===== config.mk =====
export PLATFORM = sky130hd
export DESIGN_NAME = req_grant_arbiter
export DESIGN_NICKNAME = d
export VERILOG_FILES = /design/src/rtl/req_grant_arbiter.sv
export SDC_FILE = /design/constraint.sdc
export NUM_CORES = 1
export LEC_CHECK = 0
export CAP_MARGIN = 20
export CORE_MARGIN = 2
export CORE_UTILIZATION = 45
export DETAILED_ROUTE_END_ITERATION = 7
export PLACE_DENSITY = 0.69
export SLEW_MARGIN = 20
export SYNTH_ARGS = -nofsm -noshare
export SYNTH_HDL_FRONTEND = slang
export SYNTH_SLANG_ARGS = --single-unit

===== constraint.sdc =====
create_clock -name clk -period 1.89 [get_ports clk]
set_input_delay 0.567 -clock clk [delete_from_list [all_inputs] [get_ports clk]]
set_output_delay 0.567 -clock clk [all_outputs]
set_load 0.05 [all_outputs]

===== src/rtl/req_grant_arbiter.sv =====
// Four-requester arbiter: highest-index request wins, grants are locked until
// release or hold-limit timeout, and a timed-out requester sits out one round.
module req_grant_arbiter #(
  parameter int unsigned MAX_HOLD = 8,
  parameter int unsigned HOLD_W   = 8
) (
  input  logic       clk,
  input  logic       rst_n,
  input  logic [3:0] req,
  output logic [3:0] gnt,
  output logic [1:0] gnt_id,
  output logic       gnt_valid,
  output logic       timeout
);

  localparam int unsigned N    = 4;
  localparam int unsigned ID_W = 2;

  typedef enum logic {IDLE, GRANT} state_t;

  state_t            state;
  logic [N-1:0]      mask;
  logic [HOLD_W-1:0] hold_cnt;

  logic [N-1:0]      elig_c;
  logic [ID_W-1:0]   pick_c;
  logic              pick_valid_c;

  // Eligible set with the one-shot fairness mask; mask is dropped if it empties the set.
  always_comb begin
    elig_c = req & ~mask;
    if (elig_c == '0) begin
      elig_c = req;
    end
    pick_c = '0;
    for (int i = 0; i < int'(N); i++) begin
      if (elig_c[i]) begin
        pick_c = ID_W'(i);
      end
    end
    pick_valid_c = |elig_c;
  end

  always_ff @(posedge clk or negedge rst_n) begin
    if (!rst_n) begin
      state     <= IDLE;
      gnt       <= '0;
      gnt_id    <= '0;
      gnt_valid <= 1'b0;
      timeout   <= 1'b0;
      mask      <= '0;
      hold_cnt  <= '0;
    end else begin
      timeout <= 1'b0;
      case (state)
        IDLE: begin
          if (pick_valid_c) begin
            state     <= GRANT;
            gnt       <= N'(1) << pick_c;
            gnt_id    <= pick_c;
            gnt_valid <= 1'b1;
            hold_cnt  <= '0;
            mask      <= '0;
          end
        end
        GRANT: begin
          if (!req[gnt_id]) begin
            state     <= IDLE;
            gnt       <= '0;
            gnt_valid <= 1'b0;
          end else if (hold_cnt == HOLD_W'(MAX_HOLD - 1)) begin
            // Hold limit reached: force release and bench this requester for one round.
            state        <= IDLE;
            gnt          <= '0;
            gnt_valid    <= 1'b0;
            mask[gnt_id] <= 1'b1;
            timeout      <= 1'b1;
          end else begin
            hold_cnt <= hold_cnt + HOLD_W'(1);
          end
        end
        default: begin
          state <= IDLE;
        end
      endcase
    end
  end

endmodule

; ---- Yosys cells after proc, flatten, opt, wreduce, memory -nomap -nowiden
; Cells that the tools add are included.
[word_totals]
mem_bits_rw = 0
elab_cells = 59
reg_bits = 21
out_inout_bits = 8
rom_bits = 0
n_memories = 0
latchBits = 0
[op_classes]
reduce_logical = 7
div_mod_pow = 0
muxes = 31
eq_ne = 6
magnitude_cmp = 2
mul = 0
n_shift = 1
n_addsub = 1
n_bitwise = 4
[ops]
columns = cell, count
row1 = 2-to-1 mux 4 bit, 7
row2 = 2-to-1 mux 8 bit, 3
row3 = one-hot mux 4 bit (2 select lines), 2
row4 = one-hot mux 8 bit (2 select lines), 1
row5 = 2-to-1 mux 1 bit, 12
row6 = adder 8 x 1 -> 8 bit (second input constant), 1
row7 = equality test 8 x 3 -> 1 bit (second input constant), 1
row8 = AND reduction 3 bit, 2
row9 = bitwise AND 4 bit, 1
row10 = zero test 4 bit, 1
row11 = 2-to-1 mux 2 bit, 2
row12 = != test 2 x 1 -> 1 bit (second input constant), 2
row13 = != test 2 bit (second input constant), 2
row14 = NOT 4 bit, 1
row15 = bitwise OR 4 bit, 1
row16 = one-hot mux 1 bit (2 select lines), 2
row17 = AND reduction 2 bit, 2
row18 = OR reduction 4 bit, 1
row19 = left shift 1 x 2 -> 4 bit (first input constant), 1
row20 = less-than comparator 2 x 3 -> 1 bit (second input constant), 1
row21 = != test 3 x 2 -> 1 bit (second input constant), 1
row22 = binary-select mux 1 bit (select 2 bit), 1
row23 = demux 1 bit (select 2 bit), 1
row24 = >= comparator 2 x 1 -> 1 bit (second input constant), 1
row25 = other kinds (2), 2

; ---- Longest topological paths before layout
; Gate-level depths: netlist (run 1).
[logic_depth]
word_depth = 10
mapped_depth = 6
depth_no_buf = 6

; ---- Worst setup path after synthesis (run 1)
; No wires, ideal clock.
[synth_timing]
path_type = reg2reg
startpoint = register gnt_id[1]
endpoint = register gnt[1]
synth_period_minus_slack_ns = 1.813
slack_ns = 0.077
path_stages_with_launch = 7
arrival_time_ns = 1.695
setup_ns = 0.118
required_ns = 1.772
cell_sequence = dfrtp_1 buf_4 mux2i_1 o22ai_2 o21a_1 a21o_4 a21o_1
[synth_via]
elab_chain_cells = 4
[synth_rtl]
columns = element, line
row1 = from (decl), 11  ; output logic [1:0] gnt_id,
row2 = from (signal assigned), 60  ; gnt_id <= pick_c;
row3 = binary-select mux 1 bit (select 2 bit) *, 67  ; if (!req[gnt_id]) begin
row4 = 2-to-1 mux 1 bit (implied by the code) *, 67
row5 = 2-to-1 mux 4 bit or != test 3 x 2 -> 1 bit (tied branches), --
row6 = one-hot mux 4 bit (2 select lines) or AND reduction 2 bit (tied branches), --
row7 = to (signal assigned), 59  ; gnt <= N'(1) << pick_c;
row8 = to (decl), 10  ; output logic [3:0] gnt,
; Every way passes the cells marked *; elsewhere a longest branch is shown, timed or not. The select of a mux whose other input is x is not followed.
; A chain may end at the register's enable or synchronous reset.

; ---- Final worst setup path (run 1)
[layout_timing]
startpoint = input req[2]
endpoint = register gnt_id[0]
[layout_via]
elab_chain_cells = 6
[layout_rtl]
columns = element, line
row1 = from (decl), 9  ; input logic [3:0] req,
row2 = bitwise AND 4 bit, 31  ; elig_c = req & ~mask;
row3 = zero test 4 bit, 32  ; if (elig_c == '0) begin
row4 = 2-to-1 mux 4 bit *, 32
row5 = 2-to-1 mux 1 bit, 37  ; if (elig_c[i]) begin
row6 = 2-to-1 mux 2 bit (2 in a row), 37
; Every way passes the cells marked *; elsewhere a longest branch is shown, timed or not.

==> run metrics, run 1 <==
Max Cap Viol 0; largest family of logic cells by synthesized area compound AO/OA/AOI/OAI gates; simple-gate portion of the synthesized area 22.2%; port bufs 13; Syn Area/Cell 10.5 µm²; Worst Setup End Kind flop; max incr delay on CP 420 ps; leakage power 0.687 nW; Clock Tree Root clkbuf_4; sequential-to-total area share from yosys stat 43.6%; Fin Hold WS 497 ps; die height 55.8 µm; share of the synthesized area in the top cell type 43.6%; routed wire length 2590 µm; status completed; Worst Path Max Fanout 4; # setup viols final 0; hpwl dp 1950 µm; highest clock rate 538 MHz; worst-path cell chain clkdlybuf4s50_1, and2b_2, nor4_4, o21a_1, o21ai_1, mux2_4; number of H-tree levels 1; clk buf depth 2; met3 routed WL 92 µm; core box area 2500 µm²; GR Overflow Total 0; First DRT Iteration DRCs 16; WL met2 1270 µm; Ys Warns 0; Final TNS setup 0 ps; Syn Inst Count 115; Main synth FF type dfrtp_1; Initial DRT Pass Iterations 4; vias after detailed routing 978; slew margin rel. 76.1%; top sig layer met4; PwrDens 1200 nW/µm²; adder-cell share of the synthesized area 1.04%; Die X 55.8 µm; IO Pins 14; final hold vios 0; Clock transition at path regs 130 ps; Max stage delay cell, worst path clkdlybuf4s50_1; cts repair resizes 0; first-pass GRT wire length 4260 µm; Worst Skew 6.33 ps; critical path class primary input to flop; DRT met1 WL 1210 µm; vias in the first global route 940; Req. time, crit path 2100 ps; worst hold path type flop to flop; Syn-to-layout area delta 26.6%; FF-to-FF Start hold_cnt[5]$_DFFE_PN0P_; startpoint types primary input; TritonCTS Sinks 21; Slew @ Worst Pin 359 ps; Min Clock Period, post-route 1860 ps; FP Rows 18; Post-Synth XOR/XNOR Area 0.726%; layout cells sized above 1 33.8%; synthesized area 1210 µm²; ys async rst share 100%; Critical Path AT 2070 ps; post-synthesis net count 122; Global Route Usage Sum 17.6%; Yosys reg bits 21; CTS tree done; final RePlAce weighted congestion 0.896; Final Cycle Share 98.3%; Avg Vias per Cell 5.59; delay-heaviest family, CP simple AND/OR/NAND/NOR gates; most area-consuming cells after synthesis dfrtp_1 44%, nand2_1 3.7%, o2bb2ai_1 2.9%, o21ai_0 2.5%, a2111oi_4 2.3%; Synth Area in Compound Gates 25.2%; # hold bufs at CTS 0; Post-synth EDFFs 0; Max VDD drop 1.02 mV; worst hold path startpoint gnt_valid$_DFFE_PN0P_; post-synth cell types 46; DRC Markers 0; pin count of the biggest net entering global routing 22; antenna cells 0; Worst Setup SP req[2]; filler instances 214; Pins Over Slew Limit 0; WP buf/inv 1; Die ar. 3110 µm²; largest area contributor in the netlist dfrtp_1; initial antenna violation count 0; WL/cell 14.8 µm; postcts setup bufs 0; initial core utilization 48.2%; proportion of synthesized area in mux cells 2.90%; DRT antenna net count 0; clk_lat worst skew 320 ps; nets@finish 153; CTS Buf Count 3
[synthesized netlist by cell type (all sizes together), types with 2 or more instances]
| cell type | count |
|---|---|
| a21o | 4 |
| a21oi | 5 |
| a22oi | 2 |
| a31o | 2 |
| a31oi | 4 |
| and2b | 5 |
| and3 | 2 |
| buf | 3 |
| dfrtp | 21 |
| inv | 6 |
| mux2i | 2 |
| nand2 | 12 |
| nand2b | 2 |
| nand3 | 3 |
| nor2 | 6 |
| nor3b | 2 |
| nor4 | 2 |
| o21a | 2 |
| o21ai | 11 |
| o22ai | 3 |
| o2bb2ai | 4 |
[sequential cells by signal, indices dropped and copies added (netlist names)]
| register | count |
|---|---|
| mask | 4 |
| hold_cnt | 8 |
| state | 1 |
| gnt_valid | 1 |
| gnt | 4 |
| timeout | 1 |
| gnt_id | 2 |
[routing by layer]
metal  up-vias  global-route usage (%)
met4         0                    5.92
met2        14                    27.7
met3         2                    5.35
met5         -                       0
li1        481                       -
met1       481                    22.9
[report_power, final]
group	switching [mW]	internal [mW]	leakage, nW
combinational	0.538	0.419	0.394
clock	0.151	0.0809	0.0139
sequential	0.102	0.538	0.279
total	0.792	1.04	0.687
[worst reg2reg max path: cells and delay by family (launching register included)]
| kind | cells | cell delay (ps) |
|---|---|---|
| flops | 1 | 460 |
| compound gates | 3 | 670 |
| simple gates | 2 | 530 |
[area by class of cell]
cell class	count	area, µm²	area share, %
inverter	6	22.5	1.48
clock inverter	1	7.51	0.492
tap	30	37.5	2.46
timing repair buffer	29	265	17.4
sequential	21	526	34.4
multi-input combinational	85	646	42.3
clock buffer	3	22.5	1.48
[cell families (layout without fill, tap and decap cells)]
kind of cell,count (synthesis),in the layout
AO/OA/AOI/OAI,39,39
XOR/XNOR,1,1
adder cells (fa/ha/maj),1,1
buffers and inverters,9,39
flip-flops,21,21
multiplexers,3,3
AND/OR/NAND/NOR,41,41
[worst paths after layout]
check                      slack [ps]  cells after the start                      end
hold / removal                    500                      1    gnt_valid$_DFFE_PN0P_
hold reg to reg                   500                      1    gnt_valid$_DFFE_PN0P_
min in group asynchronous         590                      2  hold_cnt[3]$_DFFE_PN0P_
max in group asynchronous        1090                      2  hold_cnt[6]$_DFFE_PN0P_
setup / recovery                   30                      6    gnt_id[0]$_DFFE_PN0P_
setup reg to reg                  140                      5       gnt[1]$_DFFE_PN0P_
[metrics by stage]
step                      std cells  cell area [µm²]  utilization, %  setup WS, ps  total power [mW]
after floorplan                 115             1210               -          77.3              1.27
after global placement          171             1470            58.8          -307              1.59
after detailed placement        171             1470            58.8          -318              1.60
after CTS                       175             1500            60.0          10.1              1.83
after global routing            175             1530            61.1         -3.19              1.94
final                           175             1530            61.1          32.7              1.83
[cell usage in the layout (no fill, tap or decap), types with 2 or more instances in the layout]
cell type         n
o2bb2ai_1         4
clkdlybuf4s50_1   4
a21o_1            3
nand3_1           2
nand2_1          12
nand2b_1          2
and3_1            2
o21ai_0           4
a31oi_1           4
nor2_1            6
a22oi_2           2
o22ai_1           2
o21ai_1           5
buf_6             2
and2b_4           2
a21oi_1           4
inv_1             6
and2b_2           2
mux2i_1           2
o21a_1            2
dfrtp_1          21
buf_12            2
buf_4            20
clkbuf_4          3
(Power assumes the default switching activity.)
==> inputs of run 2 (changes only) <==
Settings changed: CELL_PAD_IN_SITES_DETAIL_PLACEMENT set to 0, CELL_PAD_IN_SITES_GLOBAL_PLACEMENT set to 2, CORE_MARGIN 2 to 3, CORE_UTILIZATION 45 to 35, PLACE_DENSITY 0.69 to 0.8.
==> run 2 against run 1 <==
Net effect:
- worst setup slack got worse by 25 ps
- flip-flop and latch count did not move
- power fell by 0.10%
- hold slack lost 9.8 ps
- critical path depth unchanged
- sequential power up 1%
- non-clock buffer count is 3 higher
- clock power decreased by 7%
- maximum frequency shrank 1.3%
- clock skew grew 9.9 ps
- count of clock-buffer cells in the layout grew 1
- combinational power is 0.6% higher
- critical endpoint unchanged
- largest power group unchanged
==> run metrics, run 2 (same netlist as run 1, synthesis figures left out) <==
routed wire length 2740 µm; Max VDD drop 0.813 mV; first-pass GRT wire length 5040 µm; Top reg by flops hold_cnt; WP buf/inv 1; max incr delay on CP 410 ps; Top Registers hold_cnt x8, gnt x4, mask x4; Worst Path Max Fanout 4; delay-heaviest family, CP simple AND/OR/NAND/NOR gates; Worst Setup End Kind flop; slew margin rel. 72.6%; Worst Skew 16.2 ps; final RePlAce weighted congestion 0.846; status completed; initial antenna violation count 0; Min Clock Period, post-route 1880 ps; number of H-tree levels 1; WL/cell 14.3 µm; worst-path cell chain clkdlybuf4s50_1, and2b_2, nor4_4, o21a_1, o21ai_2, mux2_4; highest clock rate 531 MHz; nets@finish 156; Avg Vias per Cell 5.03; pin count of the biggest net entering global routing 22; FP Rows 20; Slew @ Worst Pin 411 ps; DRC Markers 0; Post-Layout Cell Count 192; vias after detailed routing 965; DRT met1 WL 1330 µm; leakage power 0.714 nW; Final Cycle Share 99.6%; CTS Buf Count 3; critical path class primary input to flop; port bufs 13; initial core utilization 38.0%; commonest non-fill, non-tap cell in the layout buf_4; clk buf depth 2; antenna cells 0; Die X 64.7 µm; CTS tree done; First DRT Iteration DRCs 58; GR Overflow Total 0; Critical Path AT 2070 ps; final hold vios 0; IO Pins 14; WL met2 1220 µm; hpwl dp 2060 µm; Pins Over Slew Limit 0; top sig layer met4; Clock transition at path regs 100 ps; max reg flops 8; die height 64.7 µm; most frequent cells in the layout 23 x buf_4, 21 x dfrtp_1, 12 x nand2_1, 6 x inv_1, 6 x nor2_1; Die ar. 4190 µm²; # setup viols final 0; Max Cap Viol 0; Max stage delay cell, worst path clkdlybuf4s50_1; PwrDens 1160 nW/µm²; Global Route Usage Sum 15.6%; RSZ-0062 raised after global routing yes; layout cells sized above 1 35.8%; clk_lat worst skew 310 ps; TritonCTS Sinks 21; Clock Tree Root clkbuf_4; Placed Cells incl. Taps 187; Fin Hold WS 487 ps; startpoint types primary input; DRT antenna net count 0; Req. time, crit path 2080 ps; met3 routed WL 100 µm; vias in the first global route 1062; core box area 3180 µm²; Syn-to-layout area delta 30.4%; worst hold path type flop to flop; Initial DRT Pass Iterations 4
==> run 2: cell types whose count changed in the layout (fill, tap and decap cells not counted), sizes merged <==
cell,previous run,this run
buf,24,27
clkbuf,3,4
clkdlybuf4s50,4,3
clkinvlp,1,0
dlymetal6s2s,1,2
==> run 2: timing repair <==
item	4_1_cts	5_1_grt
setup buffers	0	1
pin swaps	1	9
resized for setup	2	9
endpoints found under the setup margin	3	17
hold buffers	0	0
==> run 2: worst paths after layout <==
path	start	endpoint	slack [ps]	cells after the start
setup reg to reg	hold_cnt[4]$_DFFE_PN0P_	hold_cnt[7]$_DFFE_PN0P_	160	5
setup / recovery	req[2]	gnt_id[0]$_DFFE_PN0P_	8	6
max in group asynchronous	rst_n	hold_cnt[1]$_DFFE_PN0P_	1060	2
min in group asynchronous	rst_n	mask[2]$_DFFE_PN0P_	590	2
hold / removal	gnt[1]$_DFFE_PN0P_	gnt[1]$_DFFE_PN0P_	490	1
hold reg to reg	gnt[1]$_DFFE_PN0P_	gnt[1]$_DFFE_PN0P_	490	1
==> run 2: metal layers <==
metal | vias up | global-route usage [%]
li1 | 484 | -
met1 | 452 | 19.3
met2 | 20 | 25.0
met3 | 9 | 3.12
met4 | 0 | 9.23
met5 | - | 0
==> run 2: per-stage QoR <==
| step | power [mW] | TNS [ps] | utilization (%) | area (µm²) | setup WS (ps) |
|---|---|---|---|---|---|
| floorplan | 1.27 | 0 | - | 1210 | 77.3 |
| global placement | 1.61 | -5600 | 47.2 | 1500 | -413 |
| finish | 1.83 | 0 | 49.5 | 1570 | 7.78 |
| global route | 1.96 | -77.3 | 49.5 | 1570 | -42.2 |
| detailed placement | 1.62 | -5810 | 47.2 | 1500 | -418 |
| CTS | 1.85 | 0 | 48.1 | 1530 | 7.03 |
==> run 2: final cells by class <==
class | instances | area (µm²)
Clock buffer | 4 | 26.3
Inverter | 6 | 22.5
Tap cell | 44 | 55.1
Multi-Input combinational cell | 85 | 653
Sequential cell | 21 | 526
Timing Repair Buffer | 32 | 290
Fill cell | 322 | 1610
==> run 2: where the power goes <==
group | switching, mW | internal [mW] | leakage [nW]
registers | 0.111 | 0.538 | 0.279
clock network | 0.133 | 0.0824 | 0.0150
logic | 0.535 | 0.428 | 0.420
